[src/rtl/membridge_pkg.sv]
// Shared memory-bridge definitions: default widths and DRAM timings, plus
// the state encoding of the row command sequencer.
package membridge_pkg;

  localparam int DEF_ROW_W = 16;
  localparam int DEF_COL_W = 10;
  localparam int DEF_T_RCD = 3;
  localparam int DEF_T_RP  = 3;
  localparam int DEF_T_RAS = 8;
  localparam int DEF_CNT_W = 4;

  localparam logic [2:0] ST_IDLE     = 3'd0;
  localparam logic [2:0] ST_DECIDE   = 3'd1;
  localparam logic [2:0] ST_PRE      = 3'd2;
  localparam logic [2:0] ST_WAIT_RP  = 3'd3;
  localparam logic [2:0] ST_ACT      = 3'd4;
  localparam logic [2:0] ST_WAIT_RCD = 3'd5;
  localparam logic [2:0] ST_ISSUE    = 3'd6;

  typedef enum logic [2:0] {
    SEQ_IDLE     = ST_IDLE,
    SEQ_DECIDE   = ST_DECIDE,
    SEQ_PRE      = ST_PRE,
    SEQ_WAIT_RP  = ST_WAIT_RP,
    SEQ_ACT      = ST_ACT,
    SEQ_WAIT_RCD = ST_WAIT_RCD,
    SEQ_ISSUE    = ST_ISSUE
  } seq_state_e;

endpackage

[src/rtl/row_cmd_sequencer_if.sv]
// Request channel between the front-end (master) and the row command
// sequencer (slave): valid/ready handshake carrying direction, row and column.
interface row_cmd_sequencer_if
  import membridge_pkg::*;
#(
  parameter int ROW_W = DEF_ROW_W,
  parameter int COL_W = DEF_COL_W
) ();

  logic             req_valid;
  logic             req_ready;
  logic             req_we;
  logic [ROW_W-1:0] req_row;
  logic [COL_W-1:0] req_col;

  modport master (
    output req_valid,
    output req_we,
    output req_row,
    output req_col,
    input  req_ready
  );

  modport slave (
    input  req_valid,
    input  req_we,
    input  req_row,
    input  req_col,
    output req_ready
  );

endinterface

[src/rtl/timing_counter.sv]
// Loadable saturating down-counter; done flags that the interval expires at
// the coming clock edge, so a load of N-1 lets the FSM leave after N cycles.
module timing_counter #(
  parameter int CNT_W = 4
) (
  input  logic             sys_clk,
  input  logic             sys_rst,
  input  logic             load,
  input  logic [CNT_W-1:0] load_val,
  output logic             done
);

  localparam logic [CNT_W-1:0] CNT_ONE = {{(CNT_W-1){1'b0}}, 1'b1};

  logic [CNT_W-1:0] cnt_r;

  // Load has priority; otherwise count down and stick at zero.
  always_ff @(posedge sys_clk) begin
    if (sys_rst) begin
      cnt_r <= {CNT_W{1'b0}};
    end else if (load) begin
      cnt_r <= load_val;
    end else if (cnt_r != {CNT_W{1'b0}}) begin
      cnt_r <= cnt_r - CNT_ONE;
    end else begin
      cnt_r <= cnt_r;
    end
  end

  assign done = (cnt_r <= CNT_ONE);

endmodule

[src/rtl/row_cmd_sequencer.sv]
// Row command sequencer: turns single read/write requests into PRE/ACT and
// column strobes against the row buffer manager, honouring tRCD, tRP and tRAS.
module row_cmd_sequencer
  import membridge_pkg::*;
#(
  parameter int ROW_W = DEF_ROW_W,
  parameter int COL_W = DEF_COL_W,
  parameter int T_RCD = DEF_T_RCD,
  parameter int T_RP  = DEF_T_RP,
  parameter int T_RAS = DEF_T_RAS,
  parameter int CNT_W = DEF_CNT_W
) (
  input  logic               sys_clk,
  input  logic               sys_rst,
  row_cmd_sequencer_if.slave fe,
  input  logic               row_open,
  input  logic               row_hit,
  output logic [ROW_W-1:0]   requested_row,
  output logic               row_activate,
  output logic               row_precharge,
  output logic               cmd_rd,
  output logic               cmd_wr,
  output logic [COL_W-1:0]   cmd_col
);

  localparam logic [CNT_W-1:0] RCD_LOAD = CNT_W'(T_RCD - 1);
  localparam logic [CNT_W-1:0] RP_LOAD  = CNT_W'(T_RP - 1);
  localparam logic [CNT_W-1:0] RAS_LOAD = CNT_W'(T_RAS - 1);

  seq_state_e       state_r;
  seq_state_e       state_s;
  logic             we_r;
  logic [ROW_W-1:0] row_r;
  logic [COL_W-1:0] col_r;
  logic             accept_s;
  logic             wait_load_s;
  logic [CNT_W-1:0] wait_val_s;
  logic             wait_done_s;
  logic             ras_load_s;
  logic             ras_done_s;
  logic             ready_r;
  logic             act_r;
  logic             pre_r;
  logic             rd_r;
  logic             wr_r;

  assign accept_s   = fe.req_valid && (state_r == SEQ_IDLE);
  assign ras_load_s = (state_r == SEQ_ACT);

  // One counter serves both tRP and tRCD: those waits never overlap.
  timing_counter #(.CNT_W(CNT_W)) u_wait_cnt (
    .sys_clk  (sys_clk),
    .sys_rst  (sys_rst),
    .load     (wait_load_s),
    .load_val (wait_val_s),
    .done     (wait_done_s)
  );

  timing_counter #(.CNT_W(CNT_W)) u_ras_cnt (
    .sys_clk  (sys_clk),
    .sys_rst  (sys_rst),
    .load     (ras_load_s),
    .load_val (RAS_LOAD),
    .done     (ras_done_s)
  );

  // Next-state decode and wait-timer loads.
  always_comb begin
    state_s     = state_r;
    wait_load_s = 1'b0;
    wait_val_s  = {CNT_W{1'b0}};
    case (state_r)
      SEQ_IDLE: begin
        if (accept_s) state_s = SEQ_DECIDE;
        else          state_s = SEQ_IDLE;
      end
      SEQ_DECIDE: begin
        if (row_hit)         state_s = SEQ_ISSUE;
        else if (!row_open)  state_s = SEQ_ACT;
        else if (ras_done_s) state_s = SEQ_PRE;
        else                 state_s = SEQ_DECIDE;
      end
      SEQ_PRE: begin
        wait_load_s = 1'b1;
        wait_val_s  = RP_LOAD;
        if (T_RP == 1) state_s = SEQ_ACT;
        else           state_s = SEQ_WAIT_RP;
      end
      SEQ_WAIT_RP: begin
        if (wait_done_s) state_s = SEQ_ACT;
        else             state_s = SEQ_WAIT_RP;
      end
      SEQ_ACT: begin
        wait_load_s = 1'b1;
        wait_val_s  = RCD_LOAD;
        if (T_RCD == 1) state_s = SEQ_ISSUE;
        else            state_s = SEQ_WAIT_RCD;
      end
      SEQ_WAIT_RCD: begin
        if (wait_done_s) state_s = SEQ_ISSUE;
        else             state_s = SEQ_WAIT_RCD;
      end
      SEQ_ISSUE: state_s = SEQ_IDLE;
      default:   state_s = SEQ_IDLE;
    endcase
  end

  // State register and request capture at the handshake.
  always_ff @(posedge sys_clk) begin
    if (sys_rst) begin
      state_r <= SEQ_IDLE;
      we_r    <= 1'b0;
      row_r   <= {ROW_W{1'b0}};
      col_r   <= {COL_W{1'b0}};
    end else begin
      state_r <= state_s;
      if (accept_s) begin
        we_r  <= fe.req_we;
        row_r <= fe.req_row;
        col_r <= fe.req_col;
      end else begin
        we_r  <= we_r;
        row_r <= row_r;
        col_r <= col_r;
      end
    end
  end

  // Moore outputs flopped from the next state so they line up with state_r.
  always_ff @(posedge sys_clk) begin
    if (sys_rst) begin
      ready_r <= 1'b1;
      act_r   <= 1'b0;
      pre_r   <= 1'b0;
      rd_r    <= 1'b0;
      wr_r    <= 1'b0;
    end else begin
      ready_r <= (state_s == SEQ_IDLE);
      act_r   <= (state_s == SEQ_ACT);
      pre_r   <= (state_s == SEQ_PRE);
      rd_r    <= (state_s == SEQ_ISSUE) && !we_r;
      wr_r    <= (state_s == SEQ_ISSUE) && we_r;
    end
  end

  assign fe.req_ready   = ready_r;
  assign requested_row  = row_r;
  assign row_activate   = act_r;
  assign row_precharge  = pre_r;
  assign cmd_rd         = rd_r;
  assign cmd_wr         = wr_r;
  assign cmd_col        = col_r;

endmodule

[src/flat_wrapper.sv]
// flat-port wrapper written by rule: the top's interface ports become plain ports
module row_cmd_sequencer_flat import membridge_pkg::*;
#(
  parameter int ROW_W = DEF_ROW_W,
  parameter int COL_W = DEF_COL_W,
  parameter int T_RCD = DEF_T_RCD,
  parameter int T_RP  = DEF_T_RP,
  parameter int T_RAS = DEF_T_RAS,
  parameter int CNT_W = DEF_CNT_W
)
  (sys_clk, sys_rst, row_open, row_hit, requested_row, row_activate, row_precharge, cmd_rd, cmd_wr, cmd_col, fe_req_valid, fe_req_we, fe_req_row, fe_req_col, fe_req_ready);
  row_cmd_sequencer_if #(.ROW_W(ROW_W), .COL_W(COL_W)) fe_i ();
  input  logic sys_clk;
  input  logic sys_rst;
  input  logic row_open;
  input  logic row_hit;
  output logic [ROW_W-1:0] requested_row;
  output logic row_activate;
  output logic row_precharge;
  output logic cmd_rd;
  output logic cmd_wr;
  output logic [COL_W-1:0] cmd_col;
  input wire logic [$bits(fe_i.req_valid)-1:0] fe_req_valid;
  input wire logic [$bits(fe_i.req_we)-1:0] fe_req_we;
  input wire logic [$bits(fe_i.req_row)-1:0] fe_req_row;
  input wire logic [$bits(fe_i.req_col)-1:0] fe_req_col;
  output wire logic [$bits(fe_i.req_ready)-1:0] fe_req_ready;
  assign fe_i.req_valid = fe_req_valid;
  assign fe_i.req_we = fe_req_we;
  assign fe_i.req_row = fe_req_row;
  assign fe_i.req_col = fe_req_col;
  assign fe_req_ready = fe_i.req_ready;
  row_cmd_sequencer #(.ROW_W(ROW_W), .COL_W(COL_W), .T_RCD(T_RCD), .T_RP(T_RP), .T_RAS(T_RAS), .CNT_W(CNT_W)) u_core (.sys_clk(sys_clk), .sys_rst(sys_rst), .fe(fe_i), .row_open(row_open), .row_hit(row_hit), .requested_row(requested_row), .row_activate(row_activate), .row_precharge(row_precharge), .cmd_rd(cmd_rd), .cmd_wr(cmd_wr), .cmd_col(cmd_col));
endmodule
[config.mk]
export PLATFORM = sky130hd
export DESIGN_NAME = row_cmd_sequencer_flat
export DESIGN_NICKNAME = d
export VERILOG_FILES = /design/src/rtl/membridge_pkg.sv /design/src/rtl/row_cmd_sequencer_if.sv /design/src/rtl/timing_counter.sv /design/src/rtl/row_cmd_sequencer.sv /design/src/flat_wrapper.sv
export SDC_FILE = /design/constraint.sdc
export NUM_CORES = 1
export LEC_CHECK = 0
export BUFFER_PORTS_ARGS = -buffer_cell sky130_fd_sc_hd__buf_2
export CAP_MARGIN = 0
export CELL_PAD_IN_SITES_DETAIL_PLACEMENT = 1
export CELL_PAD_IN_SITES_GLOBAL_PLACEMENT = 2
export CORE_MARGIN = 4
export CORE_UTILIZATION = 29
export CTS_BUF_LIST = sky130_fd_sc_hd__clkbuf_4
export DETAILED_ROUTE_END_ITERATION = 10
export HOLD_SLACK_MARGIN = 0.08
export PLACE_DENSITY_LB_ADDON = 0.1
export SLEW_MARGIN = 20
export SYNTH_ARGS = -nofsm -noshare
export SYNTH_HDL_FRONTEND = slang
export SYNTH_SLANG_ARGS = --single-unit
export TNS_END_PERCENT = 50
[constraint.sdc]
create_clock -name sys_clk -period 1.8 [get_ports sys_clk]
set_clock_uncertainty 0.05 [all_clocks]
set_input_delay 0.36 -clock sys_clk [delete_from_list [all_inputs] [get_ports sys_clk]]
set_output_delay 0.36 -clock sys_clk [all_outputs]
set_load 0.005 [all_outputs]
==> run_results.csv, run 1 <==
group,metric,value,unit
setup_path,r2r-start,"u_core.u_wait_cnt.cnt_r[0]$_SDFFE_PP0P_",
synth,synth_compound_area_share,16.48,%
synth,synth_top_family_by_area,"simple AND/OR/NAND/NOR gates",
synth,synth_flop_cell,"dfxtp_1",
sta,setup-violations-final,0,
synth,synth-xor-area-share,1.466,%
setup_path,cp_max_fo,5,
finish,syn2layout_area_growth,26.82,%
setup_path,worstRegToRegCells,6,
power,p_sw,1.443,mW
power,power.share.clock,13.1,%
floorplanning,die-area,7500,um2
sta,slew_headroom,68.36,%
global_routing,grt_pass1_vias,1633,
routing,antenna_left,0,
finish,nNetsFinal,314,
setup_path,r2r_slack,180,ps
placed_design,placement.io_buffers,62,
cts,ctsResizeCount,0,
cts,cts_buffers,5,
placed_design,dp_hpwl,3.461,mm
synth,synth_cells,213,
cts,clock_sinks,43,
routing,routedWlPerCell,13.33,um
synth,syn_avg_cell_area,8.412,um2
synth,synth_edf_count,0,
floorplanning,core_area,5956,um2
sta,worst_pin_slew,473.9,ps
status,status,"finished clean",
finish,num_antenna_cells,0,
synth,synthesis.nets,249,
power,p_sw_share,40.11,%
synth,yosysTopAreaCell,"dfxtp_1",
flow_run,cap_violations,0,
sta,finalHoldViolations,0,
cts,htree_levels,2,
synth,ys_warn_count,0,
cts,insertion_delay,340,ps
sta,fmax,618.9,MHz
synth,synth_area_leaders,"dfxtp_1 (48%), nand2_1 (13%), a21oi_1 (9.8%)",
floorplanning,die_x,86.60,um
power,p_seq_share,39.7,%
sta,rsz0062_at_grt,"false",
synth,yosysSeqAreaShare,48.04,%
global_routing,antenna_found_initial,0,
sta,fin_crit_sh,89.77,%
routing,viasPerCell,4.588,
synth,netlist_top_cells_count,"nand2_1 (61), dfxtp_1 (43), a21oi_1 (35)",
finish,multi_input_comb_area,840.8,um2
setup_path,r2r-end,"u_core.u_wait_cnt.cnt_r[1]$_SDFFE_PP0P_",
global_routing,grt_max_degree,36,
min_path,min_to,"u_core.requested_row[5]$_SDFFE_PP0P_",
cts,path_clk_slew,130,ps
min_path,holdPathStages,3,
floorplanning,initial_core_util,30.08,%
synth,synthMuxAreaShare,1.257,%
setup_path,worstPathRequired,2000,ps
routing,firstDrtPassIters,3,
min_path,worst_hold_path_type,"input port to flip-flop",
synth,synth_cell_type_count,36,
setup_path,path_cells,"inv_1 -> ha_1 -> or3b_2 -> nor2_1 -> a21oi_1 -> o21a_1",
routing,routed_wl,4.718,mm
min_path,min_from,"fe_req_row[5]",
floorplanning,num_io_pins,63,
power,p_comb_share,47.1,%
setup_path,endpoint_kind,"flip-flop",
synth,syn_area,1792,um2
setup_path,slowest_delay,500,ps
global_routing,grt_first_pass_wirelength,7.707,mm
cts,clock-root-buffer,"clkbuf_4",
sta,hold_slack,184.1,ps
cts,hold_buffers,0,
routing,drtIter0Drc,24,
synth,yosys.area_share.simple,24.93,%
setup_path,critPathKind,"flip-flop to flip-flop",
cts,post-cts-setup-buffers,0,
routing,drc,0,
global_routing,overflow,0,
finish,regArea,860.8,um2
placed_design,dpl_cell_area,2215,um2
synth,ys_ff_latch,43,
finish,fill_cells,769,
synth,ys_async_sr_fraction,0,%
routing,num_vias,1624,
setup_path,arrival,1820,ps
synth,yosysMostFrequentCell,"nand2_1",
finish,drive_above_1_share,32.97,%
synth,synth_top_cell_area_share,48.04,%
power,p_leak,1.019,nW
floorplanning,num_rows,28,
setup_path,startpoint_type,"flip-flop",
sta,slew_violations,0,
cts,cts_tree,"done",
placed_design,gp_congestion,0.7229,
sta,tns,0,ps
finish,fin_area,2272,um2
setup_path,crit_path_top_delay_cell,"or3b_2",
floorplanning,fp.dieH,86.60,um
cts,cts_buffer_depth,2,
synth,synth_fa_ha_area_share,2.793,%
power,p_int,2.154,mW
sta,final.min_clock_period,1616,ps
power,vdd_drop_max,0.9445,mV
global_routing,grt_usage,12.88,%
power,powerDensity,1583,nW/um2
[worst max path at each step]
stage / depth (start not counted) / to / startpoint
6_report: 6 / u_core.u_wait_cnt.cnt_r[1]$_SDFFE_PP0P_ / u_core.u_wait_cnt.cnt_r[0]$_SDFFE_PP0P_
5_1_grt: 7 / u_core.cmd_rd$_SDFF_PP0_ / u_core.u_ras_cnt.cnt_r[0]$_SDFFE_PP0P_
4_1_cts: 6 / u_core.u_wait_cnt.cnt_r[1]$_SDFFE_PP0P_ / u_core.u_wait_cnt.cnt_r[0]$_SDFFE_PP0P_
3_5_place_dp: 6 / u_core.u_wait_cnt.cnt_r[1]$_SDFFE_PP0P_ / u_core.u_wait_cnt.cnt_r[0]$_SDFFE_PP0P_
3_3_place_gp: 6 / u_core.u_wait_cnt.cnt_r[1]$_SDFFE_PP0P_ / u_core.u_wait_cnt.cnt_r[0]$_SDFFE_PP0P_
2_1_floorplan: 6 / u_core.u_wait_cnt.cnt_r[1]$_SDFFE_PP0P_ / u_core.u_wait_cnt.cnt_r[0]$_SDFFE_PP0P_
[worst max-delay path, delay by kind of cell (launching register included)]
family | cells | cell delay, ps
AO/OA/AOI/OAI | 2 | 220
adder cells (fa/ha/maj) | 1 | 220
buffers and inverters | 1 | 60
flip-flops | 1 | 360
AND/OR/NAND/NOR | 2 | 610
[cell type report]
type	instances	area share [%]
clock buffers	5	1.652
clock inverters	3	0.8811
inverters	5	0.8260
multi-input cells	154	37.00
flip-flops and latches	43	37.89
well taps	75	4.130
repair buffers	69	17.62
[state kept, by name, summed over array words and instances (netlist names)]
signal and flops:
u_core.requested_row 16, u_core.cmd_col 10, u_core.u_ras_cnt.cnt_r 4, u_core.u_wait_cnt.cnt_r 4, u_core.state_r 3, u_core.cmd_rd 1
u_core.cmd_wr 1, u_core.fe.req_ready 1, u_core.row_activate 1, u_core.row_precharge 1, u_core.we_r 1
[power groups by stage]
stage	combinational (mW)	sequential [mW]	clock, mW
after floorplan	1.20	1.41	0
after global placement	1.73	1.45	0
after detailed placement	1.73	1.45	0
after CTS	1.74	1.43	0.506
after global routing	1.93	1.47	0.540
final	1.70	1.43	0.473
[routing by layer]
layer  routed length [um]  GRT usage, %
met4                   29         3.824
met1                 2225         16.66
met5                    0             0
met3                  309         4.373
met2                 2153         20.31
[layout by cell type (no fill, tap or decap), types with 3 or more instances in the layout]
master and n:
buf_12 3, ha_1 4, inv_1 5, clkbuf_4 5, nand2_1 61, dfxtp_1 43, buf_4 4, a21oi_1 35
nor3_1 4, o21ai_0 5, buf_2 62, xnor2_1 3, nor2_1 11
[per-stage QoR]
stage          total power [mW]  setup slack (ps)  cells  utilization [%]
2_1_floorplan             2.609             301.9    213                -
3_3_place_gp              3.179             235.8    346            37.18
3_5_place_dp              3.183             193.4    346            37.18
4_1_cts                   3.678             173.8    354            38.15
5_1_grt                   3.942             21.07    354            38.15
6_report                  3.596             184.1    354            38.15
[cells by family (layout without fill, tap and decap cells)]
logic type / Yosys count / count (layout)
buffers and inverters: 16 / 82
AO/OA/AOI/OAI: 49 / 49
AND/OR/NAND/NOR: 96 / 96
XOR/XNOR: 3 / 3
multiplexers: 2 / 2
adder cells (fa/ha/maj): 4 / 4
flip-flops: 43 / 43
No activity file was read; power rests on OpenSTA's default activity.
==> run 2, diff against run 1 <==
Settings changed: CORE_UTILIZATION 29 to 31, SYNTH_HIERARCHICAL from default to 1.
==> run 2 against run 1 <==
- non-clock buffer count increased by 13
- sequential power about the same
- count of clock-buffer cells in the layout unchanged
- utilization increased by 5.5 points
- critical endpoint is now u_core/cmd_rd$_SDFF_PP0_
- largest cell class is now multi-input combinational cells
- highest routed layer unchanged
==> run_results.csv, run 2 <==
group,metric,value,unit
synth,yosysMostFrequentCell,"nand2_1",
setup_path,path_cells,"inv_4 -> ha_4 -> nor2_2 -> nor3_4 -> o21bai_4 -> o311ai_4 -> a211oi_2 -> nor3b_2",
synth,synth_compound_area_share,17.48,%
power,p_leak,1.117,nW
routing,num_vias,1674,
setup_path,endpoint_kind,"flip-flop",
routing,antenna_left,0,
finish,num_antenna_cells,0,
synth,synth_top_family_by_area,"simple AND/OR/NAND/NOR gates",
cts,path_clk_slew,140,ps
routing,drc,0,
sta,hold_slack,173.3,ps
cts,clock_sinks,43,
min_path,min_to,"u_core/requested_row[7]$_SDFFE_PP0P_",
sta,rsz0062_at_grt,"true",
setup_path,worst-path-buf-inv,1,
routing,viasPerCell,4.512,
power,vdd_drop_max,0.5364,mV
setup_path,crit_path_top_delay_cell,"dfxtp_4",
min_path,min_from,"fe_req_row[7]",
finish,final_common_cell,"buf_2",
synth,synth_cell_type_count,42,
floorplanning,die_x,87.68,um
placed_design,placement.io_buffers,62,
min_path,worst_hold_path_type,"input port to flip-flop",
floorplanning,die-area,7688,um2
sta,fmax,586.4,MHz
finish,nNetsFinal,331,
finish,largest_register_ff_count,16,
synth,netlist_top_cells_count,"nand2_1 (61), dfxtp_1 (43), a21oi_2 (20)",
synth,synth_fa_ha_area_share,2.543,%
global_routing,grt_usage,13.37,%
floorplanning,core_area,6026,um2
synth,synth_edf_count,0,
flow_run,cap_violations,0,
setup_path,r2r_slack,90,ps
synth,syn_avg_cell_area,9.328,um2
placed_design,gp_congestion,0.8081,
status,status,"finished clean",
synth,synth_top_cell_area_share,43.74,%
global_routing,grt_first_pass_wirelength,8.045,mm
setup_path,critPathKind,"flip-flop to flip-flop",
routing,drtIter0Drc,59,
sta,final.min_clock_period,1705,ps
setup_path,arrival,1950,ps
synth,synth_area_leaders,"dfxtp_1 (44%), nand2_1 (12%), a21oi_2 (8.9%)",
sta,fin_crit_sh,94.74,%
finish,final_cell_count_no_fill,371,
synth,ys_warn_count,6,
floorplanning,num_rows,28,
cts,insertion_delay,360,ps
synth,synthMuxAreaShare,1.526,%
floorplanning,fp.dieH,87.68,um
synth,synth-xor-area-share,2.225,%
global_routing,grt_pass1_vias,1700,
synth,ys_ff_latch,43,
routing,firstDrtPassIters,4,
routing,routedWlPerCell,13.35,um
cts,cts_buffers,5,
floorplanning,num_io_pins,63,
cts,htree_levels,2,
placed_design,dpl_cell_area,2370,um2
synth,synth_cells,211,
min_path,holdPathStages,3,
setup_path,r2r-start,"u_core/u_wait_cnt/cnt_r[0]$_SDFFE_PP0P_",
cts,clock-root-buffer,"clkbuf_4",
global_routing,antenna_found_initial,0,
sta,finalHoldViolations,0,
setup_path,startpoint_type,"flip-flop",
setup_path,r2r-end,"u_core/cmd_rd$_SDFF_PP0_",
setup_path,cp_max_fo,4,
synth,yosys.area_share.simple,25.68,%
synth,syn_area,1968,um2
floorplanning,initial_core_util,32.66,%
routing,routed_wl,4.954,mm
cts,hold_buffers,0,
placed_design,dp.cells,354,
cts,cts_tree,"done",
synth,yosysSeqAreaShare,43.74,%
setup_path,worstRegToRegCells,8,
finish,drive_above_1_share,50.00,%
placed_design,dp_hpwl,3.496,mm
setup_path,worstPathRequired,2040,ps
finish,syn2layout_area_growth,33.76,%
finish,layout_common_cells,"buf_2 (62), nand2_1 (61), dfxtp_1 (37), a21oi_2 (21), buf_4 (20)",
setup_path,slowest_delay,390,ps
synth,ys_async_sr_fraction,0,%
synth,synth_flop_cell,"dfxtp_1",
sta,tns,0,ps
global_routing,grt_max_degree,28,
finish,fin_area,2633,um2
sta,slew_violations,0,
sta,setup-violations-final,0,
global_routing,overflow,0,
power,powerDensity,1463,nW/um2
setup_path,cp_top_family,"compound AO/OA/AOI/OAI gates",
synth,yosysTopAreaCell,"dfxtp_1",
cts,cts_buffer_depth,2,
## run 2: changes by cell type after synthesis, sizes merged, moves of 3 or more
cell	before	now
a21oi	35	28
nor2	12	6
o21ai	6	0
nor2b	0	5
clkbuf	6	2
nor3	5	9
o22ai	0	4
and3b	0	3
buf	5	8
or3b	3	0
## run 2: worst max path at each step
stage | slack, ps | depth (start not counted) | startpoint | endpoint
after floorplan | 100 | 7 | u_core/u_ras_cnt/cnt_r[0]$_SDFFE_PP0P_ | u_core/cmd_wr$_SDFF_PP0_
after global placement | 9 | 8 | u_core/u_wait_cnt/cnt_r[1]$_SDFFE_PP0P_ | u_core/cmd_rd$_SDFF_PP0_
after detailed placement | -90 | 8 | u_core/u_wait_cnt/cnt_r[1]$_SDFFE_PP0P_ | u_core/cmd_rd$_SDFF_PP0_
after CTS | 0.4 | 8 | u_core/u_wait_cnt/cnt_r[1]$_SDFFE_PP0P_ | u_core/cmd_rd$_SDFF_PP0_
after global routing | -40 | 8 | u_core/u_wait_cnt/cnt_r[0]$_SDFFE_PP0P_ | u_core/cmd_rd$_SDFF_PP0_
final | 90 | 8 | u_core/u_wait_cnt/cnt_r[0]$_SDFFE_PP0P_ | u_core/cmd_rd$_SDFF_PP0_
## run 2: area by class of cell
type | instances | area [um2]
multi-input combinational | 157 | 1122
tap | 75 | 93.84
inverter | 6 | 27.53
timing repair buffer | 82 | 460.4
sequential | 43 | 870.8
fill | 765 | 3393
clock inverter | 3 | 20.02
clock buffer | 5 | 37.54
## run 2: timing repair
item / in CTS / in global routing
endpoints found under the setup margin: 5 / 6
setup buffers: 4 / 5
resized for setup: 13 / 21
pin swaps: 6 / 6
## run 2: worst min-delay path, cell delays in order
cell	delay (ps)
buf_2	90
nand2_1	60
a21oi_2	40
## run 2: routing by layer
metal	track usage (%)	up-vias	routed length (um)	share of wire, %
met5	0	-	0	0
met4	3.905	0	90	1.8
met3	5.833	8	355	7.2
met2	20.48	41	2253	45
met1	17.07	761	2255	46
li1	-	864	-	-
## run 2: through the flow
stage	power [mW]	utilization, %	setup slack (ps)
3_3_place_gp	2.970	39.33	9.179
6_report	3.853	43.69	94.68
3_5_place_dp	2.980	39.33	-89.08
4_1_cts	3.639	41.63	0.4485
5_1_grt	4.172	43.69	-37.12
2_1_floorplan	2.581	-	100.9
## run 2: report_power, final
part           switching [mW]  total (mW)  internal, mW
clock                   0.338       0.489         0.150
combinational           0.910        1.95          1.04
sequential              0.234        1.42          1.18
total                    1.48        3.85          2.37
## run 2: cell families (layout without fill, tap and decap cells)
| group | after synthesis | count (layout) |
|---|---|---|
| mux | 2 | 2 |
| other cells | 2 | 7 |
| fa+ha+maj | 4 | 4 |
| xor+xnor | 5 | 5 |
| compound gates | 42 | 42 |
| simple gates | 97 | 97 |
| buf+inv | 16 | 96 |
| flops | 43 | 43 |
